===== config.mk =====
export PLATFORM = sky130hd
export DESIGN_NAME = marquee_ctrl
export DESIGN_NICKNAME = d
export VERILOG_FILES = /design/src/rtl/marquee_pkg.sv /design/src/rtl/marquee_key_press.sv /design/src/rtl/marquee_ctrl.sv
export SDC_FILE = /design/constraint.sdc
export NUM_CORES = 1
export LEC_CHECK = 0
export BUFFER_PORTS_ARGS = -buffer_cell sky130_fd_sc_hd__buf_2
export CORE_UTILIZATION = 59
export DETAILED_ROUTE_END_ITERATION = 8
export PLACE_DENSITY = 0.79
export SLEW_MARGIN = 20
export SYNTH_ARGS = -nofsm -noshare
export SYNTH_HDL_FRONTEND = slang
export SYNTH_HIERARCHICAL = 1
export SYNTH_SLANG_ARGS = --single-unit

===== constraint.sdc =====
create_clock -name clk -period 2.8 [get_ports clk]
set_clock_uncertainty 0.1 [all_clocks]
set_input_delay 0.14 -clock clk [delete_from_list [all_inputs] [get_ports clk]]
set_output_delay 0.14 -clock clk [all_outputs]
set_load 0.05 [all_outputs]

===== src/rtl/marquee_pkg.sv =====
// Shared constants and types for the eight-LED running-light controller.
// Mode/direction encodings, reset pattern and speed-to-divisor mapping.
package marquee_pkg;

  typedef enum logic [1:0] {
    MODE_HOLD  = 2'd0,
    MODE_ROT_L = 2'd1,
    MODE_ROT_R = 2'd2,
    MODE_PING  = 2'd3
  } mode_e;

  typedef enum logic {
    DIR_LEFT  = 1'b0,
    DIR_RIGHT = 1'b1
  } dir_e;

  localparam logic [7:0] LED_RST = 8'h01;

  function automatic logic [3:0] div(input logic [1:0] speed);
    return 4'd8 >> speed;
  endfunction

endpackage


===== src/rtl/marquee_key_press.sv =====
// Falling-edge press detector for one debounced active-low key.
// A key must be seen released once after reset before a press counts.
module key_press (
  input  logic clk,
  input  logic rst,
  input  logic key,
  output logic press
);

  logic key_q, key_d;
  logic arm_q, arm_d;

  always_comb begin
    key_d = key;
    arm_d = arm_q | key;
  end

  always_ff @(posedge clk) begin
    if (rst) begin
      key_q <= 1'b1;
      arm_q <= 1'b0;
    end else begin
      key_q <= key_d;
      arm_q <= arm_d;
    end
  end

  assign press = arm_q & key_q & ~key;

endmodule


===== src/rtl/marquee_ctrl.sv =====
// Running-light controller: mode/speed keys, prescaled step tick,
// and the one-hot LED pattern FSM. All outputs registered.
module marquee_ctrl
  import marquee_pkg::*;
#(
  parameter int TICK_BASE = 2_500_000,
  parameter int LED_W     = 8
) (
  input  logic             clk,
  input  logic             rst,
  input  logic             key_mode,
  input  logic             key_speed,
  output logic [LED_W-1:0] led,
  output logic [1:0]       mode,
  output logic [1:0]       speed,
  output logic             step
);

  localparam int PW = (TICK_BASE > 1) ? $clog2(TICK_BASE) : 1;
  localparam logic [PW-1:0] PMAX = PW'(TICK_BASE - 1);

  logic mode_press, speed_press;

  key_press u_key_mode (
    .clk   (clk),
    .rst   (rst),
    .key   (key_mode),
    .press (mode_press)
  );

  key_press u_key_speed (
    .clk   (clk),
    .rst   (rst),
    .key   (key_speed),
    .press (speed_press)
  );

  logic [LED_W-1:0] led_q, led_d;
  mode_e            mode_q, mode_d;
  logic [1:0]       speed_q, speed_d;
  logic             step_q, step_d;
  dir_e             dir_q, dir_d;
  logic [PW-1:0]    presc_q, presc_d;
  logic [2:0]       scnt_q, scnt_d;

  logic       base_tick, step_hit;
  logic [3:0] dv;

  always_comb begin
    dv        = div(speed_q);
    base_tick = (presc_q == PMAX);
    step_hit  = base_tick && (scnt_q == 3'(dv - 4'd1));
  end

  always_comb begin
    led_d   = led_q;
    mode_d  = mode_q;
    speed_d = speed_q;
    step_d  = 1'b0;
    dir_d   = dir_q;
    presc_d = base_tick ? '0 : presc_q + PW'(1);
    scnt_d  = scnt_q;

    if (base_tick)
      scnt_d = step_hit ? 3'd0 : scnt_q + 3'd1;

    if (step_hit) begin
      step_d = 1'b1;
      unique case (mode_q)
        MODE_HOLD: ;
        MODE_ROT_L: led_d = {led_q[LED_W-2:0], led_q[LED_W-1]};
        MODE_ROT_R: led_d = {led_q[0], led_q[LED_W-1:1]};
        MODE_PING: begin
          if (dir_q == DIR_LEFT) begin
            if (led_q[LED_W-1]) begin
              led_d = '0;
              led_d[LED_W-2] = 1'b1;
              dir_d = DIR_RIGHT;
            end else begin
              led_d = led_q << 1;
            end
          end else begin
            if (led_q[0]) begin
              led_d = '0;
              led_d[1] = 1'b1;
              dir_d = DIR_LEFT;
            end else begin
              led_d = led_q >> 1;
            end
          end
        end
      endcase
    end

    // A speed press restarts the step count and swallows a coincident step.
    if (speed_press) begin
      speed_d = speed_q + 2'd1;
      scnt_d  = 3'd0;
      step_d  = 1'b0;
      led_d   = led_q;
      dir_d   = dir_q;
    end

    if (mode_press) begin
      mode_d  = mode_e'(mode_q + 2'd1);
      led_d   = LED_W'(LED_RST);
      dir_d   = DIR_LEFT;
      presc_d = '0;
      scnt_d  = 3'd0;
      step_d  = 1'b0;
    end
  end

  always_ff @(posedge clk) begin
    if (rst) begin
      led_q   <= LED_W'(LED_RST);
      mode_q  <= MODE_HOLD;
      speed_q <= 2'd0;
      step_q  <= 1'b0;
      dir_q   <= DIR_LEFT;
      presc_q <= '0;
      scnt_q  <= 3'd0;
    end else begin
      led_q   <= led_d;
      mode_q  <= mode_d;
      speed_q <= speed_d;
      step_q  <= step_d;
      dir_q   <= dir_d;
      presc_q <= presc_d;
      scnt_q  <= scnt_d;
    end
  end

  assign led   = led_q;
  assign mode  = mode_q;
  assign speed = speed_q;
  assign step  = step_q;

endmodule

* Word-level counts from Yosys, hierarchy flattened
Index checks and enable logic that the tools add are counted.
Word-level totals: bits in registers 43, bits of input ports 4, output and inout port bits 13, word-level logic and storage cells 47
Operators by class: $add $sub $neg 5, equality and inequality tests 5, shift operators 1, mux-type cells 9, bitwise gates (word level) 9, reductions and logical operators 7
Operators by type and width (number):
- one-hot mux 8 bit (3 select lines) | 1
- adder 22 x 1 -> 22 bit, second input constant | 1
- == test 22 bit, second input constant | 1
- 2-to-1 mux 8 bit | 2
- 2-to-1 mux 7 bit | 1
- AND reduction 3 bit | 2
- OR reduction 3 bit | 2
- adder 2 x 1 -> 2 bit, second input constant | 2
- bitwise AND 1 bit | 4
- == test 2 bit, second input constant | 2
- 2-to-1 mux 1 bit | 4
- >> shifter 4 x 2 -> 3 bit, first input constant | 1
- adder 3 x 1 -> 3 bit, second input constant | 1
- == test 3 bit | 1
- 2-to-1 mux 3 bit | 1
- inverter 1 bit | 3
- nonzero test 3 bit | 1
- subtractor 3 x 1 -> 3 bit, second input constant | 1
- == test 2 x 1 -> 1 bit, second input constant | 1
- bitwise OR 1 bit | 2
- OR reduction 2 bit | 1
- logical AND 1 bit | 1

* Depth between registers and ports, before layout
depth in word-level cells 5, depth in mapped cells 7, mapped depth without buffers 6

* Hierarchy
Netlist, hierarchy kept.
By module, submodules not included:
- marquee_ctrl | instances 1, cells each 239, area each 2085.8 um^2, seq. area each 780.7 um^2
- key_press | instances 2, cells each 5, area each 65.1 um^2, seq. area each 40.0 um^2

* Worst setup path after synthesis
No wires, ideal clock.
path kind register to register, start point reg speed_q[0], in the netlist speed[0], end point reg led_q[0], in the netlist led[0], setup time 0.128 ns, arrival 2.105 ns, data required time 2.572 ns, path slack 0.467 ns, cell stages (with the launch flop) 8, buffers on the path 1, clock period less this slack 2.333 ns, path through dfxtp_1 -> inv_1 -> ha_1 -> xnor2_1 -> nand3_1 -> or4b_1 -> buf_4 -> mux2i_1
Between the ends: cells in the longest elaborated chain, start to end 5
Ends and longest elaborated chain:
- start: declaration | line marquee_ctrl.sv:40 | logic [1:0] speed_q, speed_d;
- start signal: assignment | line marquee_ctrl.sv:126 | speed_q <= speed_d;
- >> shifter 4 x 2 -> 3 bit | line marquee_pkg.sv:20 | return 4'd8 >> speed;
- subtractor 3 x 1 -> 3 bit | line marquee_ctrl.sv:52 | step_hit = base_tick && (scnt_q == 3'(dv - 4'd1));
- == test 3 bit | line marquee_ctrl.sv:52
- logical AND 1 bit | line marquee_ctrl.sv:52
- AND reduction 3 bit (no source line)
- end signal: assignment | line marquee_ctrl.sv:116 | led_q <= LED_W'(LED_RST);
- end signal: assignment | line marquee_ctrl.sv:124 | led_q <= led_d;
- end: declaration | line marquee_ctrl.sv:38 | logic [LED_W-1:0] led_q, led_d;
No other way between the ends. A chain may end at the register's enable or synchronous reset.

* Worst setup path after layout
start point reg presc_q[0], end point reg led_q[3], in the netlist led[3]
Between the ends: cells in the longest elaborated chain, start to end 3
Ends and longest elaborated chain:
- start: declaration | line marquee_ctrl.sv:43 | logic [PW-1:0] presc_q, presc_d;
- start signal: assignment | line marquee_ctrl.sv:129 | presc_q <= presc_d;
- == test 22 bit | line marquee_ctrl.sv:51 | base_tick = (presc_q == PMAX);
- logical AND 1 bit | line marquee_ctrl.sv:52
- AND reduction 3 bit (no source line)
No other way between the ends.

==> run metrics <==
share of the synthesized area in the top cell type=38.85%; pin count of the biggest net entering global routing=22; Initial Util=63.89%; warnings from Yosys=6; Post-synth EDFFs=0; num rows=21; global-route usage over all layers=22.77%; Reg2Reg Depth=5; hold crit path type=in2reg; register bit total from synthesis=43; CP Cell Sequence=ha_1 -> and4_1 -> nand3_4 -> or4b_1 -> mux2i_1; Mapped Nets=260; die height=63.29 µm; peak supply drop=667.9 µV; area of the core=approximately 3500 µm²; DRC viols=0; I/O pins=17; first-pass GRT wire length=~7300 µm; vias in the first global route=1647; clock latency on the worst-skew pair=0.29 ns; Post-DP HPWL=2907 µm; crit path max-delay cell type=or4b_1; CTS max path bufs=2; area leader, netlist=dfxtp_1; clock root buffer=clkbuf_8; Worst-path clk slew=0.08 ns; top cells by count, synth=dfxtp_1 (43), nor2_1 (27), nand2_1 (17); hold_ws=0.02872 ns; CP max FO=9; synth top area cells=dfxtp_1 (39%), nor2_1 (4.6%), mux2i_1 (4.5%), ha_1 (4.0%), a21boi_0 (3.7%); measured slew at the worst slew-check pin=approximately 0.45 ns; GRT Residual Overflow=0; XOR/XNOR share of the synthesized area=under 10%; placed instance count=~300; layout cells sized above 1=13.81%; status=finished, final reports clean; Final GP Congestion=0.8591; Leak=roughly 0.93 nW; simple-gate share of the synthesized area=27.67%; H-tree depth=2; Data required, critical path=2.91 ns; Max Fclk=~0.42 GHz; Avg Inst Size Synth=8.899 µm²; crit path kind=reg2reg; Hold Startpoint=rst; Synth Area in Adders=3.953%; largest family of logic cells by synthesized area=simple AND/OR/NAND/NOR gates; Post-CTS Setup Bufs=0; fin cells=314; Post-CTS Hold Fix Bufs=2; Slew Limit Fails=0; register area share after synthesis=around two fifths; Power Density=481.6 nW/µm²; Final #Nets=278; drt first-iter violations=120; Worst Path Arrival=2.47 ns; reg-to-reg startpoint=presc_q[0]; RSZ-0062 raised after global routing=false; post-synthesis cell count=249; CTS tree=yes; Resize count post-CTS=0; post-synthesis mux area share=around 4.5%; worst reg2reg path endpoint=led[3]; final cycle utilization of the critical path=84.29%; most numerous cell in the Yosys netlist=dfxtp_1; cell area after synthesis=2216 µm²; Sink Count=43; ys flop type=dfxtp_1; CTS Buf Count=5; first drt pass iteration count=4; vias per std cell=5.873; final hold viol count=0; min Tclk post-route=2.360 ns; hold endpoint=mode[0]; mean routed wirelength per cell=13.56 µm; final setup TNS=0 ns; slew margin rel.=69.90%; Finish-stage setup viols=0; Slowest Stage Delay on Critical Path=between 0.7 and 0.8 ns; ys async rst share=0%; Min-Delay Path Depth=2; Port Buffer Count=16; antenna violations before repair=0; P&R area growth vs syn=10.84%; MaxCap Viol Count=0; via count=roughly 1800; die footprint=4005 µm²; Chip Width=about 63 µm; Final ANT Viol Nets=0; Detailed Route WL=4259 µm; ANT cells=0; Startpoint Class=register; Netlist cell types=46; R2R setup slack=0.44 ns; Compound-Gate Fraction of Synth Area=between 10% and 20%; endpoint class of the critical path=register
==> report_power, final <==
part | internal (mW) | switching, mW
logic | 0.0245 | 0.0409
clock network | 0.289 | 0.201
registers | 0.621 | 0.00753
total | 0.934 | 0.249
==> metal layers <==
layer / up-vias / global-route usage [%] / wire, µm
li1: 931 / - / -
met1: 870 / 30.03 / 2124
met2: 36 / 36.29 / 1918
met3: 7 / 5.072 / 158
met4: 0 / 8.239 / 57
met5: - / 0 / 0
==> logic make-up after synthesis <==
group           after synthesis
compound gates               48
xor+xnor                     18
fa+ha+maj                     7
buf+inv                      17
flops                        43
mux                          10
simple gates                106
==> layout make-up <==
class                      count  area [µm²]
clock buffer                   6       82.58
clock inverter                 2       35.03
fill                         299        1012
inverter                       7       26.28
multi-input combinational    189        1271
sequential                    43       860.8
tap                           46       57.56
timing repair buffer          21       122.6
==> worst max-delay path by stage <==
| stage | from | end | cells past startpoint |
|---|---|---|---|
| after floorplan | speed[0] | led[0] | 7 |
| after global placement | presc_q[0] | led[3] | 5 |
| final | presc_q[0] | led[3] | 5 |
| after detailed placement | presc_q[0] | led[3] | 5 |
| after CTS | presc_q[0] | led[3] | 5 |
| after global routing | presc_q[0] | led[3] | 5 |
==> worst max-delay path, delay by kind of cell (launching register included) <==
kind	cells	cell delay, ns
fa+ha+maj	1	0.23
flops	1	0.38
mux	1	0.27
simple gates	3	1.29
==> sequential cells by signal, summed over array words and instances, names as in the netlist, 2 cells and up <==
| name | count |
|---|---|
| led | 8 |
| mode | 2 |
| presc_q | 22 |
| scnt_q | 3 |
| speed | 2 |
==> through the flow <==
stage               worst slack [ns]  power, mW  cell area (µm²)  util (%)
CTS                           0.4467      1.191             2456     70.82
finish                        0.4398      1.183             2456     70.82
floorplan                     0.4673     0.6884             2216         -
global route                  0.2918      1.224             2456     70.82
global placement              0.5362     0.7040             2318     66.85
detailed placement            0.4589     0.7052             2318     66.85
==> cell usage in the layout (no fill, tap or decap), drive strengths merged, types with 2 or more instances in the layout <==
| cell | instances |
|---|---|
| nor2 | 27 |
| nand2 | 17 |
| clkbuf | 6 |
| o21ai | 16 |
| mux2i | 10 |
| o31ai | 3 |
| nand3b | 2 |
| and2 | 3 |
| nor4b | 2 |
| nand2b | 2 |
| a21boi | 11 |
| or4b | 3 |
| buf | 19 |
| nor3 | 2 |
| ha | 7 |
| and3b | 2 |
| xor2 | 9 |
| xnor2 | 9 |
| nand3 | 10 |
| dfxtp | 43 |
| o21ba | 2 |
| nand4 | 9 |
| or4 | 6 |
| or2 | 4 |
| a22o | 2 |
| a21oi | 9 |
| nor4 | 4 |
| inv | 7 |
| dlygate4sd3 | 2 |
| or3 | 6 |
| and4 | 3 |
No activity file was read; power rests on OpenSTA's default activity.
